### config.mk
export PLATFORM = sky130hd
export DESIGN_NAME = l2_tag_lookup
export DESIGN_NICKNAME = d
export VERILOG_FILES = /design/src/rtl/l2_tag_lookup.sv
export SDC_FILE = /design/constraint.sdc
export NUM_CORES = 2
export LEC_CHECK = 0
export BUFFER_PORTS_ARGS = -buffer_cell sky130_fd_sc_hd__buf_2
export CAP_MARGIN = 10
export CORE_ASPECT_RATIO = 1.4
export CORE_MARGIN = 5
export CORE_UTILIZATION = 45
export CTS_CLUSTER_DIAMETER = 100
export DETAILED_ROUTE_END_ITERATION = 6
export GPL_TIMING_DRIVEN = 0
export HOLD_SLACK_MARGIN = 0.1
export PLACE_DENSITY = 0.61
export SLEW_MARGIN = 20
export SYNTH_ARGS = -nofsm -noshare
export SYNTH_HDL_FRONTEND = slang
export SYNTH_SLANG_ARGS = --single-unit
### constraint.sdc
create_clock -name clk -period 7.5 [get_ports clk]
set_input_delay 0.375 -clock clk [delete_from_list [all_inputs] [get_ports clk]]
set_output_delay 0.375 -clock clk [all_outputs]
set_load 0.01 [all_outputs]
### src/rtl/l2_tag_lookup.sv
// Per-set tag lookup and true-LRU allocation stage for the L2 cache model.
// One request in flight: IDLE -> LOOKUP (one cycle) -> RESPOND; snoop invalidations complete in IDLE.
module l2_tag_lookup #(
  parameter int unsigned tagBits   = 12,
  parameter int unsigned indexBits = 4,
  parameter int unsigned ways      = 4,
  localparam int unsigned wayBits  = $clog2(ways)
) (
  input  logic                 clk,
  input  logic                 rst_n,
  input  logic                 req_valid,
  output logic                 req_ready,
  input  logic [tagBits-1:0]   req_tag,
  input  logic [indexBits-1:0] req_index,
  input  logic                 req_write,
  output logic                 rsp_valid,
  input  logic                 rsp_ready,
  output logic                 rsp_hit,
  output logic [wayBits-1:0]   rsp_way,
  output logic                 rsp_evict_valid,
  output logic [tagBits-1:0]   rsp_evict_tag,
  input  logic                 inv_valid,
  output logic                 inv_ready,
  input  logic [tagBits-1:0]   inv_tag,
  input  logic [indexBits-1:0] inv_index
);

  localparam int unsigned sets = 2 ** indexBits;
  localparam logic [wayBits-1:0] oldestAge = wayBits'(ways - 1);

  typedef enum logic [1:0] {StIdle, StLookup, StRespond} state_e;
  state_e stateQ, stateD;

  logic [tagBits-1:0] tagQ   [sets][ways];
  logic [wayBits-1:0] ageQ   [sets][ways];
  logic [ways-1:0]    validQ [sets];
  logic [ways-1:0]    dirtyQ [sets];

  logic [tagBits-1:0]   capTagQ;
  logic [indexBits-1:0] capIndexQ;
  logic                 capWriteQ;

  logic                 rspHitQ;
  logic [wayBits-1:0]   rspWayQ;
  logic                 rspEvictValidQ;
  logic [tagBits-1:0]   rspEvictTagQ;

  logic reqFire, invFire;

  assign req_ready = (stateQ == StIdle) && !inv_valid;
  assign inv_ready = (stateQ == StIdle);
  assign reqFire   = req_valid && req_ready;
  assign invFire   = inv_valid && inv_ready;

  assign rsp_valid       = (stateQ == StRespond);
  assign rsp_hit         = rspHitQ;
  assign rsp_way         = rspWayQ;
  assign rsp_evict_valid = rspEvictValidQ;
  assign rsp_evict_tag   = rspEvictTagQ;

  // Lookup on the captured set: hit way, lowest free way, and the oldest way.
  logic               lookupHit, freeFound, evictNeeded;
  logic [wayBits-1:0] hitWay, freeWay, lruWay, accessWay, oldAge;
  logic [wayBits-1:0] newAge [ways];
  logic [ways-1:0]    invMatch;

  always_comb begin
    lookupHit = 1'b0;
    hitWay    = '0;
    freeFound = 1'b0;
    freeWay   = '0;
    lruWay    = '0;
    for (int unsigned w = 0; w < ways; w++) begin
      if (validQ[capIndexQ][w] && (tagQ[capIndexQ][w] == capTagQ) && !lookupHit) begin
        lookupHit = 1'b1;
        hitWay    = wayBits'(w);
      end
      if (!validQ[capIndexQ][w] && !freeFound) begin
        freeFound = 1'b1;
        freeWay   = wayBits'(w);
      end
      if (ageQ[capIndexQ][w] == oldestAge) begin
        lruWay = wayBits'(w);
      end
    end
    accessWay   = lookupHit ? hitWay : (freeFound ? freeWay : lruWay);
    oldAge      = ageQ[capIndexQ][accessWay];
    evictNeeded = !lookupHit && validQ[capIndexQ][accessWay] && dirtyQ[capIndexQ][accessWay];
    // Ages younger than the accessed way step back one; the set stays a permutation.
    for (int unsigned w = 0; w < ways; w++) begin
      if (wayBits'(w) == accessWay) begin
        newAge[w] = '0;
      end else if (ageQ[capIndexQ][w] < oldAge) begin
        newAge[w] = ageQ[capIndexQ][w] + 1'b1;
      end else begin
        newAge[w] = ageQ[capIndexQ][w];
      end
    end
  end

  always_comb begin
    invMatch = '0;
    for (int unsigned w = 0; w < ways; w++) begin
      invMatch[w] = validQ[inv_index][w] && (tagQ[inv_index][w] == inv_tag);
    end
  end

  always_comb begin
    stateD = stateQ;
    unique case (stateQ)
      StIdle:    if (reqFire) stateD = StLookup;
      StLookup:  stateD = StRespond;
      StRespond: if (rsp_ready) stateD = StIdle;
      default:   stateD = StIdle;
    endcase
  end

  always_ff @(posedge clk or negedge rst_n) begin
    if (!rst_n) begin
      stateQ         <= StIdle;
      capTagQ        <= '0;
      capIndexQ      <= '0;
      capWriteQ      <= 1'b0;
      rspHitQ        <= 1'b0;
      rspWayQ        <= '0;
      rspEvictValidQ <= 1'b0;
      rspEvictTagQ   <= '0;
    end else begin
      stateQ <= stateD;
      if (reqFire) begin
        capTagQ   <= req_tag;
        capIndexQ <= req_index;
        capWriteQ <= req_write;
      end
      if (stateQ == StLookup) begin
        rspHitQ        <= lookupHit;
        rspWayQ        <= accessWay;
        rspEvictValidQ <= evictNeeded;
        rspEvictTagQ   <= evictNeeded ? tagQ[capIndexQ][accessWay] : '0;
      end
    end
  end

  always_ff @(posedge clk or negedge rst_n) begin
    if (!rst_n) begin
      for (int unsigned s = 0; s < sets; s++) begin
        validQ[s] <= '0;
        dirtyQ[s] <= '0;
        for (int unsigned w = 0; w < ways; w++) begin
          tagQ[s][w] <= '0;
          ageQ[s][w] <= wayBits'(w);
        end
      end
    end else if (invFire) begin
      validQ[inv_index] <= validQ[inv_index] & ~invMatch;
      dirtyQ[inv_index] <= dirtyQ[inv_index] & ~invMatch;
    end else if (stateQ == StLookup) begin
      for (int unsigned w = 0; w < ways; w++) begin
        ageQ[capIndexQ][w] <= newAge[w];
      end
      validQ[capIndexQ][accessWay] <= 1'b1;
      if (lookupHit) begin
        if (capWriteQ) dirtyQ[capIndexQ][accessWay] <= 1'b1;
      end else begin
        tagQ[capIndexQ][accessWay]   <= capTagQ;
        dirtyQ[capIndexQ][accessWay] <= capWriteQ;
      end
    end
  end

endmodule
# Word level (Yosys, flattened, before mapping)
# Index checks and enable logic that the tools add are counted.
# totals
regBits,1059
elab_cells,347
# op_classes
n_addsub,4
order_cmp,12
eq_ne,19
muxes,94
bitwise_logic,10
n_reduce_logical,40
# ops
cell,count
bitwise mux 768 bit,1
bitwise mux 128 bit,4
binary-select mux 48 bit (select 4 bit),2
2-to-1 mux 64 bit,6
2-to-1 mux 48 bit,5
bitwise mux 64 bit,3
demux 48 bit (select 4 bit),1
demux 8 bit (select 4 bit),4
bitwise OR 64 bit,2
equality test 12 bit,8
binary-select mux 4 bit (select 4 bit),4
2-to-1 mux 12 bit,4
2-to-1 mux 4 bit,11
2-to-1 mux 2 bit,21
binary-select mux 8 bit (select 4 bit),1
demux 4 bit (select 4 bit),2
binary-select mux 12 bit (select 2 bit),1
demux 12 bit (select 2 bit),1
2-to-1 mux 8 bit,3
logical AND 1 bit,23
2-to-1 mux 1 bit,14
>= comparator 5 bit (second input constant),2
logical NOT 1 bit,10
less-than comparator 5 x 1 -> 1 bit (second input constant),2
26 further kinds,44

# Logic depth before layout (Yosys ltp)
# depth
depth_word,28
ltp_mapped,27

# Worst setup path after synthesis
# OpenSTA, ideal clock, no wires.
# synth_path
path_kind,reg-to-reg
startpoint,register capIndexQ[0]
endpoint,register ageQ[105] in the netlist's numbering
setup_ns,0.082
arrival_ns,5.899
slack_ns,1.518
path_stages_with_launch,28
synth_period_minus_slack_ns,5.982
cell_sequence,dfrtp_1 > buf_6 > buf_6 > buf_4 > buf_4 > buf_6 > buf_6 > buf_2 > buf_2 > mux4_2 > mux4_2 > ha_1 > nor2b_1 > o21ai_1 > a21oi_1 > inv_1 > a21bo_1 > buf_6 > mux2i_1 > a211oi_4 > inv_1 > ha_1 > inv_1 > and2_1 > o21ai_0 > nand3_1 > clkbuf_1 > mux2_2
# synth_between
elab_chain_cells,28
# synth_lines
element,line,source
from (decl),40,logic [indexBits-1:0] capIndexQ;
from (signal assigned),132,capIndexQ <= req_index;
inverter 4 -> 5 bit (not written as such) (*),--,
binary-select mux 48 bit (select 4 bit),74,if (validQ[capIndexQ][w] && (tagQ[capIndexQ][w] == capTagQ) && !lookupHit) begin
2-to-1 mux 48 bit (not written as such) (2 in a row),74,
equality test 12 bit,74,
logical AND 1 bit,74,
2-to-1 mux 1 bit,74,
logical NOT 1 bit,74,
logical AND 1 bit,74,
[8 not listed],--,
inverter 2 -> 3 bit (not written as such),87,oldAge = ageQ[capIndexQ][accessWay];
binary-select mux 2 bit (select 2 bit),87,
2-to-1 mux 2 bit (not written as such) (2 in a row),87,
less-than comparator 2 bit,93,end else if (ageQ[capIndexQ][w] < oldAge) begin
2-to-1 mux 2 bit,93,
2-to-1 mux 2 bit,91,if (wayBits'(w) == accessWay) begin
bitwise mux 128 bit (3 in a row),159,ageQ[capIndexQ][w] <= newAge[w];
bitwise mux 128 bit (*),159,
"to (signal, indexed assignment)",151,ageQ[s][w] <= wayBits'(w);
"to (signal, indexed assignment)",159,
to (decl),35,logic [wayBits-1:0] ageQ [sets][ways];
# Every way passes the cells marked *; elsewhere a longest branch is shown, timed or not. The select of a mux whose other input is x is not followed.
# A chain may end at the register's enable or synchronous reset.

# Final worst setup path
# layout_path
startpoint,register capIndexQ[1]
endpoint,register tagQ[54] in the netlist's numbering
# layout_between
elab_chain_cells,25
# layout_lines
element,line,source
inverter 4 -> 5 bit (not written as such) (*),--,
binary-select mux 48 bit (select 4 bit),74,
2-to-1 mux 48 bit (not written as such) (2 in a row),74,
equality test 12 bit,74,
logical AND 1 bit,74,
2-to-1 mux 1 bit,74,
logical NOT 1 bit,74,
logical AND 1 bit,74,
[8 not listed],--,
inverter 2 -> 3 bit (not written as such),165,tagQ[capIndexQ][accessWay] <= capTagQ;
>= comparator 3 bit (not written as such) or less-than comparator 3 x 1 -> 1 bit (tied branches),165,
logical AND 1 bit (not written as such),165,
2-to-1 mux 12 bit (not written as such),165,
demux 12 bit (select 2 bit),165,
2-to-1 mux 48 bit (not written as such),165,
demux 48 bit (select 4 bit),165,
bitwise mux 768 bit,165,
"to (signal, indexed assignment)",165,
to (decl),34,logic [tagBits-1:0] tagQ [sets][ways];
# Marks and branches as above.

==> impl_metrics.env <==
export IMPL_status="finished, violations left"
export IMPL_failed_checks="setup timing"
export IMPL_route_detailed_drc=0
export IMPL_async_reset_ff_frac=1.000
export IMPL_clockRootBuffer="clkbuf_16"
export IMPL_synth_warnings=0
export IMPL_regArea_sq_um=26580
export IMPL_worst_path_max_fanout=10
export IMPL_antenna_left=0
export IMPL_start_util=0.4513
export IMPL_irDropWorstVdd_mv=0.2048
export IMPL_synth_xor_area_share=0.01537
export IMPL_dieHeight_um=443.6
export IMPL_clkTransAtPathRegs_ns=0.07
export IMPL_muxShareOfSynthArea=0.3560
export IMPL_area_growth_pct=11.61
export IMPL_dp_hpwl_um=200100
export IMPL_power_per_cell_area_nw_per_um2=346.8
export IMPL_wl_um=274700
export IMPL_htree_levels=3
export IMPL_synth_top_area_frac=0.4121
export IMPL_nets=4983
export IMPL_ys_ff_latch=1059
export IMPL_io_pins=57
export IMPL_grt_max_degree=130
export IMPL_synth_area_leaders="dfrtp_1 (41%), mux4_2 (19%), mux2_2 (11%)"
export IMPL_via_per_inst=6.933
export IMPL_die_area_sq_um=141800
export IMPL_cp_cell_sequence="buf_2 -> inv_2 -> buf_2 -> clkbuf_4 -> clkbuf_2 -> o21ai_1 -> xor2_1 -> a22oi_1 -> a2111oi_0 -> o211a_1 -> buf_4 -> nor3_4 -> nand2_1 -> clkbuf_1 -> nor2_1 -> nand2_1 -> buf_2 -> mux2_2"
export IMPL_drive_gt1_frac=0.3498
export IMPL_synth_fp_nets=4791
export IMPL_cp_top_family="buffers and inverters"
export IMPL_gp_congestion=1.067
export IMPL_crit_required_ns=8.14
export IMPL_avgSynthCellArea_sq_um=12.72
export IMPL_cp_num_buf_inv=8
export IMPL_fmax_mhz=129.4
export IMPL_cp_slowest_cell="clkbuf_2"
export IMPL_clk_path_buf_depth=3
export IMPL_hp_class="in -> async"
export IMPL_wl_per_cell_um=40.34
export IMPL_drt_iter0_drc=6600
export IMPL_power_leakage_nw=28.91
export IMPL_synthSimpleGateAreaFrac=0.05815
export IMPL_yosysUniqueCellTypes=96
export IMPL_synth_top_family_by_area="multiplexers"
export IMPL_fin_skew_ns=0.03675
export IMPL_synthTopCellsByCount="dfrtp_1 (995), mux2_2 (592), mux4_2 (500)"
export IMPL_post_dp_cell_area_sq_um=63370
export IMPL_fin_total_pwr_mw=23.38
export IMPL_cts_num_sinks=1059
export IMPL_period_share=1.030
export IMPL_critPathKind="reg -> reg"
export IMPL_relSlewSlack=0.1259
export IMPL_period_needed_ns=7.726
export IMPL_insertion_delay_ns=0.77
export IMPL_synth_compound_area_frac=0.09040
export IMPL_grt_pass1_vias=46850
export IMPL_design_area_sq_um=67430
export IMPL_place_ws_ns=-1.641
export IMPL_critPathLaunchType="flop"
export IMPL_setup_violations=138
export IMPL_fp_row_count=159
export IMPL_post_synth_inst_count=4749
export IMPL_drt_first_pass_iters=6
export IMPL_synth_most_common_cell="dfrtp_1"
export IMPL_hold_worst_slack_ns=0.2337
export IMPL_synth_fa_ha_area_frac=0.001201
export IMPL_fillCellCount=11750
export IMPL_grtUsageTotal=0.3810
export IMPL_synth_area_sq_um=60420
export IMPL_yosys_area_top_type="dfrtp_1"
export IMPL_hold_viol_final=0
export IMPL_multi_input_area_sq_um=31650
export IMPL_grt_pass1_wl_um=377900
export IMPL_gr_total_overflow=0
export IMPL_cp_arrival_ns=8.36
export IMPL_fin_util=0.5036
export IMPL_die_x_um=319.7
export IMPL_io_buffers=40
export IMPL_core_area_sq_um=133900
export IMPL_cap_viol_max_count=0
export IMPL_maxSlewViolCount=0
export IMPL_synth_seq_area_share=0.4399
export IMPL_synth_flop_cell="dfrtp_1"
export IMPL_cp_slowest_stage_delay_ns=0.73
export IMPL_cp_end_kind="flop"
export IMPL_vias=47200
export IMPL_tightestPinTransition_ns=1.306
export IMPL_cts_inserted_buffers=109
export IMPL_rsz0062_at_grt="false"
export IMPL_crit_top_cell="buf_2"
export IMPL_antenna_found_initial=15
export IMPL_synth_edf_count=0
export IMPL_cts_tree="yes"
export IMPL_setup_slack_ns=-0.2260
==> kinds of logic after synthesis <==
kind of cell | count (synthesis)
flops | 1059
buf+inv | 496
compound gates | 870
xor+xnor | 106
simple gates | 779
fa+ha+maj | 6
mux | 1433
==> path summary, 6_finish.rpt <==
| kind | start | endpoint | slack, ns | cells past startpoint |
|---|---|---|---|---|
| setup / recovery | capIndexQ[1] | tagQ[54] | -0.23 | 18 |
| setup reg to reg | capIndexQ[1] | tagQ[54] | -0.23 | 18 |
| hold reg to reg | ageQ[99] | ageQ[99] | 0.46 | 2 |
| hold / removal | rst_n | tagQ[512] | 0.23 | 2 |
| min in group clk | rsp_ready | stateQ[1] | 0.36 | 3 |
| max in group asynchronous | rst_n | tagQ[474] | 4.96 | 5 |
==> area by class of cell <==
cell class              count  area share
plain buffers             455     0.03433
clock buffers             162     0.04836
multi-input cells        3194      0.4693
clock inverters            37    0.006773
repair buffers             83     0.01169
well taps                1771     0.03286
inverters                  39    0.002171
diodes                      8   0.0002969
flip-flops and latches   1059      0.3942
==> state kept, by name, summed over array words and instances, names as in the netlist, 2 cells and up <==
| name | cells |
|---|---|
| validQ | 64 |
| dirtyQ | 64 |
| rsp_evict_tag | 12 |
| capIndexQ | 4 |
| stateQ | 2 |
| rsp_way | 2 |
| ageQ | 128 |
| tagQ | 768 |
| capTagQ | 12 |
==> cells in the final DEF, fill, tap and decap left out, types with 19 or more instances in the layout <==
master,Yosys,layout
o21ai_2,21,21
nor2_1,138,133
o21ai_0,268,263
xor2_1,20,20
buf_1,49,23
clkbuf_16,0,112
dfrtp_1,995,995
mux2i_1,214,213
dlygate4sd3_1,0,19
a21oi_1,223,223
nand3_1,23,20
o21ai_1,46,51
clkinv_2,0,19
clkbuf_8,0,27
nand2_1,461,453
buf_6,24,29
mux2_1,126,126
o31ai_1,23,23
o22ai_1,36,36
xnor2_1,86,86
clkbuf_2,0,40
a22oi_1,96,96
clkbuf_1,231,215
buf_4,43,52
dfstp_2,64,64
inv_1,35,35
mux4_2,500,500
a22o_1,19,19
buf_2,109,165
mux2_2,592,592
==> routing by layer <==
| layer | track usage | vias to the layer above | part of all wire | wire, um |
|---|---|---|---|---|
| li1 | - | 18310 | - | - |
| met1 | 0.4502 | 24370 | 0.34 | 94220 |
| met2 | 0.5742 | 3362 | 0.44 | 120400 |
| met3 | 0.09548 | 1157 | 0.098 | 26800 |
| met4 | 0.3410 | 2 | 0.12 | 33250 |
| met5 | 0 | - | 0.000055 | 15 |
==> repair_timing <==
item / CTS / global route
gates resized for setup: 23 / 14
setup buffers: 1 / 0
endpoints found under the setup margin: 1023 / 245
hold buffers: 19 / 0
pin swaps: 1 / 0
endpoints found under the hold margin: 133 / 0
==> per-stage QoR <==
step | std cells | TNS [ns]
2_1_floorplan | 4749 | 0
3_3_place_gp | 6560 | -
3_5_place_dp | 6583 | -643.70
4_1_cts | 6800 | 0
5_1_grt | 6802 | 0
6_report | 6808 | -10.78
==> power breakdown <==
part           switching [mW]  total, mW  internal (mW)
logic                    6.32       9.80           3.47
registers               0.890       7.78           6.89
clock network            2.50       5.81           3.31
Note: power is estimated with default switching activity, not from simulation.
